## config.mk

```make
export PLATFORM = sky130hd
export DESIGN_NAME = alu_exec_stage
export DESIGN_NICKNAME = d
export VERILOG_FILES = /design/src/rtl/alu_defs.sv /design/src/rtl/alu_32_bit.sv /design/src/rtl/alu_exec_stage.sv
export SDC_FILE = /design/constraint.sdc
export NUM_CORES = 1
export LEC_CHECK = 0
export CAP_MARGIN = 20
export CORE_ASPECT_RATIO = 0.6
export CORE_MARGIN = 5
export CORE_UTILIZATION = 55
export CTS_BUF_LIST = sky130_fd_sc_hd__clkbuf_16
export CTS_CLUSTER_DIAMETER = 80
export DETAILED_ROUTE_END_ITERATION = 6
export PLACE_DENSITY_LB_ADDON = 0.3
export RECOVER_POWER = 100
export SLEW_MARGIN = 20
export SYNTH_ARGS = -nofsm -noshare
export SYNTH_HDL_FRONTEND = slang
export SYNTH_SLANG_ARGS = --single-unit
```

## constraint.sdc

```tcl
create_clock -name clk -period 6.3 [get_ports clk]
set_input_delay 1.26 -clock clk [delete_from_list [all_inputs] [get_ports clk]]
set_output_delay 1.26 -clock clk [all_outputs]
set_load 0.1 [all_outputs]
```

## src/rtl/alu_defs.sv

```systemverilog
// Shared ALU definitions: opcode encodings and legality check.
// Also imported by the upstream decoder.
package alu_defs;

    localparam logic [2:0] OP_AND = 3'b000;
    localparam logic [2:0] OP_OR  = 3'b001;
    localparam logic [2:0] OP_ADD = 3'b010;
    localparam logic [2:0] OP_SUB = 3'b110;
    localparam logic [2:0] OP_SLT = 3'b111;

    // True for the five opcodes the ALU implements.
    function automatic logic is_legal_op(input logic [2:0] op);
        logic legal;
        case (op)
            OP_AND, OP_OR, OP_ADD, OP_SUB, OP_SLT: legal = 1'b1;
            default:                               legal = 1'b0;
        endcase
        return legal;
    endfunction

endpackage

```

## src/rtl/alu_32_bit.sv

```systemverilog
// Combinational 32-bit ALU. The overflow output is the signed overflow of the
// shared adder; the caller gates it to ADD/SUB and masks illegal opcodes.
module alu_32_bit
    import alu_defs::*;
(
    input  logic [31:0] a_i,
    input  logic [31:0] b_i,
    input  logic [2:0]  op_i,
    output logic [31:0] result_o,
    output logic        overflow_o
);

    logic        sub_sel;
    logic [31:0] b_eff;
    logic [31:0] sum;

    // One adder serves ADD and SUB (SUB adds the two's complement of b).
    always_comb begin
        sub_sel    = (op_i == OP_SUB);
        b_eff      = sub_sel ? ~b_i : b_i;
        sum        = a_i + b_eff + {31'd0, sub_sel};
        overflow_o = (a_i[31] == b_eff[31]) && (sum[31] != a_i[31]);
    end

    // Result select by opcode; unknown opcodes produce zero.
    always_comb begin
        case (op_i)
            OP_AND:  result_o = a_i & b_i;
            OP_OR:   result_o = a_i | b_i;
            OP_ADD:  result_o = sum;
            OP_SUB:  result_o = sum;
            OP_SLT:  result_o = ($signed(a_i) < $signed(b_i)) ? 32'd1 : 32'd0;
            default: result_o = 32'd0;
        endcase
    end

endmodule

```

## src/rtl/alu_exec_stage.sv

```systemverilog
// Two-stage elastic execute stage: operand register (S1), ALU, result
// register (S2), with full-throughput backpressure and saturating counters.
module alu_exec_stage
    import alu_defs::*;
#(
    parameter int TAG_W = 4,
    parameter int CNT_W = 16
) (
    input  logic             clk,
    input  logic             reset,
    input  logic             in_valid,
    output logic             in_ready,
    input  logic [31:0]      in_a,
    input  logic [31:0]      in_b,
    input  logic [2:0]       in_op,
    input  logic [TAG_W-1:0] in_tag,
    output logic             out_valid,
    input  logic             out_ready,
    output logic [31:0]      out_result,
    output logic             out_zero,
    output logic             out_overflow,
    output logic             out_illegal,
    output logic [TAG_W-1:0] out_tag,
    input  logic             clear_stats,
    output logic [CNT_W-1:0] op_count,
    output logic [CNT_W-1:0] ovf_count
);

    logic             s1_valid_q;
    logic [31:0]      s1_a_q;
    logic [31:0]      s1_b_q;
    logic [2:0]       s1_op_q;
    logic [TAG_W-1:0] s1_tag_q;

    logic             s2_valid_q;
    logic [31:0]      s2_result_q;
    logic             s2_zero_q;
    logic             s2_ovf_q;
    logic             s2_ill_q;
    logic [TAG_W-1:0] s2_tag_q;

    logic [31:0]      s2_result_d;
    logic             s2_zero_d;
    logic             s2_ovf_d;
    logic             s2_ill_d;

    logic [31:0]      alu_result;
    logic             alu_ovf;

    logic [CNT_W-1:0] op_cnt_q;
    logic [CNT_W-1:0] op_cnt_d;
    logic [CNT_W-1:0] ovf_cnt_q;
    logic [CNT_W-1:0] ovf_cnt_d;

    logic             s1_adv;
    logic             s2_adv;
    logic             out_fire;

    // Increment that sticks at all-ones instead of wrapping.
    function automatic logic [CNT_W-1:0] sat_inc(input logic [CNT_W-1:0] v);
        return (&v) ? v : v + 1'b1;
    endfunction

    assign s2_adv   = !s2_valid_q || out_ready;
    assign s1_adv   = !s1_valid_q || s2_adv;
    assign in_ready = s1_adv;
    assign out_fire = s2_valid_q && out_ready;

    alu_32_bit u_alu (
        .a_i        (s1_a_q),
        .b_i        (s1_b_q),
        .op_i       (s1_op_q),
        .result_o   (alu_result),
        .overflow_o (alu_ovf)
    );

    // Illegal-op masking and overflow gating to ADD/SUB only.
    always_comb begin
        s2_ill_d    = !is_legal_op(s1_op_q);
        s2_result_d = s2_ill_d ? 32'd0 : alu_result;
        s2_ovf_d    = !s2_ill_d && ((s1_op_q == OP_ADD) || (s1_op_q == OP_SUB)) && alu_ovf;
        s2_zero_d   = (s2_result_d == 32'd0);
    end

    // S1 operand register: loads on an input handshake, empties when it drains.
    always_ff @(posedge clk or posedge reset) begin
        if (reset) begin
            s1_valid_q <= 1'b0;
            s1_a_q     <= '0;
            s1_b_q     <= '0;
            s1_op_q    <= '0;
            s1_tag_q   <= '0;
        end else if (s1_adv) begin
            s1_valid_q <= in_valid;
            if (in_valid) begin
                s1_a_q   <= in_a;
                s1_b_q   <= in_b;
                s1_op_q  <= in_op;
                s1_tag_q <= in_tag;
            end
        end
    end

    // S2 result register: takes the ALU output whenever the output slot frees up.
    always_ff @(posedge clk or posedge reset) begin
        if (reset) begin
            s2_valid_q  <= 1'b0;
            s2_result_q <= '0;
            s2_zero_q   <= 1'b0;
            s2_ovf_q    <= 1'b0;
            s2_ill_q    <= 1'b0;
            s2_tag_q    <= '0;
        end else if (s2_adv) begin
            s2_valid_q <= s1_valid_q;
            if (s1_valid_q) begin
                s2_result_q <= s2_result_d;
                s2_zero_q   <= s2_zero_d;
                s2_ovf_q    <= s2_ovf_d;
                s2_ill_q    <= s2_ill_d;
                s2_tag_q    <= s1_tag_q;
            end
        end
    end

    // Counter next state: clear wins over a same-cycle delivery.
    always_comb begin
        op_cnt_d  = op_cnt_q;
        ovf_cnt_d = ovf_cnt_q;
        if (clear_stats) begin
            op_cnt_d  = '0;
            ovf_cnt_d = '0;
        end else if (out_fire) begin
            op_cnt_d = sat_inc(op_cnt_q);
            if (s2_ovf_q) begin
                ovf_cnt_d = sat_inc(ovf_cnt_q);
            end
        end
    end

    // Statistics counter registers.
    always_ff @(posedge clk or posedge reset) begin
        if (reset) begin
            op_cnt_q  <= '0;
            ovf_cnt_q <= '0;
        end else begin
            op_cnt_q  <= op_cnt_d;
            ovf_cnt_q <= ovf_cnt_d;
        end
    end

    assign out_valid    = s2_valid_q;
    assign out_result   = s2_result_q;
    assign out_zero     = s2_zero_q;
    assign out_overflow = s2_ovf_q;
    assign out_illegal  = s2_ill_q;
    assign out_tag      = s2_tag_q;
    assign op_count     = op_cnt_q;
    assign ovf_count    = ovf_cnt_q;

endmodule

```

==> reports/metrics.cfg <==
[run_status]
status = finished, violations left
violations = capacitance limit, slew limit

[final_layout]
fin_area_um2 = 12800
drive_above_1_share = 0.0974
layout_commonest_cell = dfrtp_1
fin_nets = 1451
area.growth.synth_to_final_pct = 21.4
final_cell_mix = 143 x dfrtp_1, 134 x ha_1, 97 x inv_1
antenna_cells = 0

[grt]
grt_use_total = 0.257
antenna_found_initial = 0
grt_max_degree = 97
grt_pass1_vias = 8350
grt_pass1_wl_mm = 45.1
grt_overflow = 0

[placed_design]
numPortBuffers = 148
dp.final_hpwl_mm = 20.7
place_area_um2 = 12200
gp_congestion = 0.902
dp_slack_ns = 1.95

[timing]
setup_viol = 0
post-route-period-util = 0.820
worst_slack_ns = 1.13
period_needed_ns = 5.17
setup_tns_ns = 0
fmax_ghz = 0.194
max_slew_margin = -0.668
hold_viol = 0
finalClockSkew_ns = 0.00955
slew_viol_final = 132
rsz0062_at_grt = no
worstMarginPinSlew_ns = 2.50

[logic_synthesis]
yosysTopAreaCell = dfrtp_1
ys_seq_area_frac = 0.343
ys_async_sr_fraction = 1.00
yosysUniqueCellTypes = 72
syn-cell-area_um2 = 10500
synthFlopType = dfrtp_1
synth_edf_count = 0
synth_warnings = 0
ys_ff_latch = 144
syn_avg_cell_area_um2 = 9.50
synthTopCellsByArea = dfrtp_1 34%, ha_1 16%, mux2_2 7.6%, inv_1 3.5%, xnor2_1 3.4%
synth_top_area_share = 0.343
syn-num-nets = 1317
netlist_instances = 1106

[pwr]
p_int_mw = 2.46
comb_power_share = 0.488
power.share.sequential = 0.267
netSwitchingFraction = 0.454
ir_drop_uv = 223
switchingPower_mw = 2.04
total_leakage_power_nw = 6.04
clkPwrFrac = 0.244
power_density_nw_per_um2 = 353

[cts]
numCtsBuffers = 17
clkTransAtPathRegs_ns = 0.06
clockBufferDepth = 2
cts-resized-gates = 0
cts_setup_buffers = 0
cts_tree = done
clock_sinks = 144
cts_hold_buf = 0
root_buffer = clkbuf_16
cts_htree_levels = 4
clk_latency_ns = 0.44

[floorplanning]
die-area_um2 = 22100
ioPinCount = 149
die_x_um = 188
die_y_um = 117
rows = 39
design.core.area_um2 = 18900
start_util = 0.557

[min_path]
min_path_type = reg2reg

[critical_path]
path_class = in2reg
required_ns = 6.61
crit_arrival_ns = 5.48
crit_path_top_delay_cell = clkbuf_1
cp_num_buf_inv = 2
worstSetupStartpointType = input pin
crit_chain = dlygate4sd3_1 -> nand3b_1 -> nand2_1 -> clkbuf_1 -> mux2_2
max_stage_delay_ns = 1.85
critPathCaptureType = flop
crit_fanout = 41
cp_top_family = buffers and inverters

[drt]
final_antenna_net_count = 0
via_per_inst = 5.76
vias = 8630
post-route-drc-count = 0
wirelength_mm = 28.1
drtPass1Iterations = 5
drt_iter0_markers = 634
wire_per_inst_um = 18.7

[job]
cap_violations = 3

[routing by layer]
metal	vias to the layer above	share of wire	global-route usage	wire length (um)
met3	32	0.098	0.0697	2740
met1	4099	0.49	0.393	13800
li1	4125	-	-	-
met2	374	0.40	0.359	11100
met5	-	0	0	0
met4	0	0.013	0.0665	358
[power groups by stage]
| stage | Combinational [mW] | Sequential [mW] | Clock (mW) |
|---|---|---|---|
| CTS | 2.23 | 1.20 | 1.11 |
| detailed placement | 2.21 | 1.22 | 0 |
| floorplan | 1.20 | 1.66 | 0 |
| finish | 2.20 | 1.20 | 1.10 |
| global placement | 2.18 | 1.21 | 0 |
| global route | 2.36 | 1.22 | 1.15 |
[registers in the layout (all words and copies together) (netlist names), 3 cells and up]
name / cells
out_result: 32
s1_a_q: 32
s1_b_q: 32
op_count: 16
ovf_count: 16
out_tag: 4
s1_tag_q: 4
s1_op_q: 3
[per-stage QoR]
| stage | utilization | hold slack, ns | std cells | power (mW) |
|---|---|---|---|---|
| 6_report | 0.676 | 0.467 | 1499 | 4.50 |
| 5_1_grt | 0.676 | 0.475 | 1499 | 4.74 |
| 4_1_cts | 0.680 | 0.465 | 1499 | 4.54 |
| 3_5_place_dp | 0.647 | 0.448 | 1467 | 3.42 |
| 3_3_place_gp | 0.647 | 0.439 | 1467 | 3.39 |
| 2_1_floorplan | - | 0.433 | 1106 | 2.86 |
[area by class of cell]
type	instances	area (um2)
fill	1522	6120
inverter	97	369
clock inverter	15	205
clock buffer	17	425
tap	246	308
sequential	144	3600
timing repair buffer	158	1540
multi-input combinational	822	6310
[synth_stat cells (12+ instances only)]
cell / instances
xnor2_1: 41
o21ai_0: 45
ha_1: 134
nand2_1: 91
nand2b_1: 12
o21ai_1: 13
buf_1: 12
xor2_1: 39
a21o_1: 15
a21oi_1: 57
nand3_1: 27
a22o_1: 13
inv_1: 97
nand4_1: 17
a211oi_1: 13
dfrtp_1: 144
clkbuf_1: 28
mux2i_1: 19
mux2_2: 71
nor2_1: 72
[worst register-to-register path: cells and delay by family, from the launching register on]
family | cells | cell delay, ns
adder cells (fa/ha/maj) | 1 | 0.37
AND/OR/NAND/NOR | 5 | 0.77
buffers and inverters | 1 | 0.49
AO/OA/AOI/OAI | 7 | 2.27
XOR/XNOR | 2 | 0.31
flip-flops | 1 | 0.46
[kinds of logic (layout without fill, tap and decap cells)]
group | count (synthesis) | in the layout | share of synthesized area
xor+xnor | 80 | 80 | 0.0667
fa+ha+maj | 135 | 135 | 0.161
mux | 90 | 90 | 0.0942
simple gates | 281 | 281 | 0.130
flops | 144 | 144 | 0.343
buf+inv | 140 | 287 | 0.0510
compound gates | 236 | 236 | 0.154
[worst paths after layout]
check / start / end / slack [ns] / cells after the start
setup / recovery: out_ready / s1_b_q[27] / 1.13 / 5
hold / removal: s1_tag_q[1] / out_tag[1] / 0.47 / 2
setup reg to reg: s1_op_q[1] / out_zero / 1.53 / 16
hold reg to reg: s1_tag_q[1] / out_tag[1] / 0.47 / 2
max in group asynchronous: reset / s1_b_q[16] / 1.92 / 3
min in group asynchronous: reset / op_count[14] / 1.50 / 2
No activity file was read; power rests on OpenSTA's default activity.
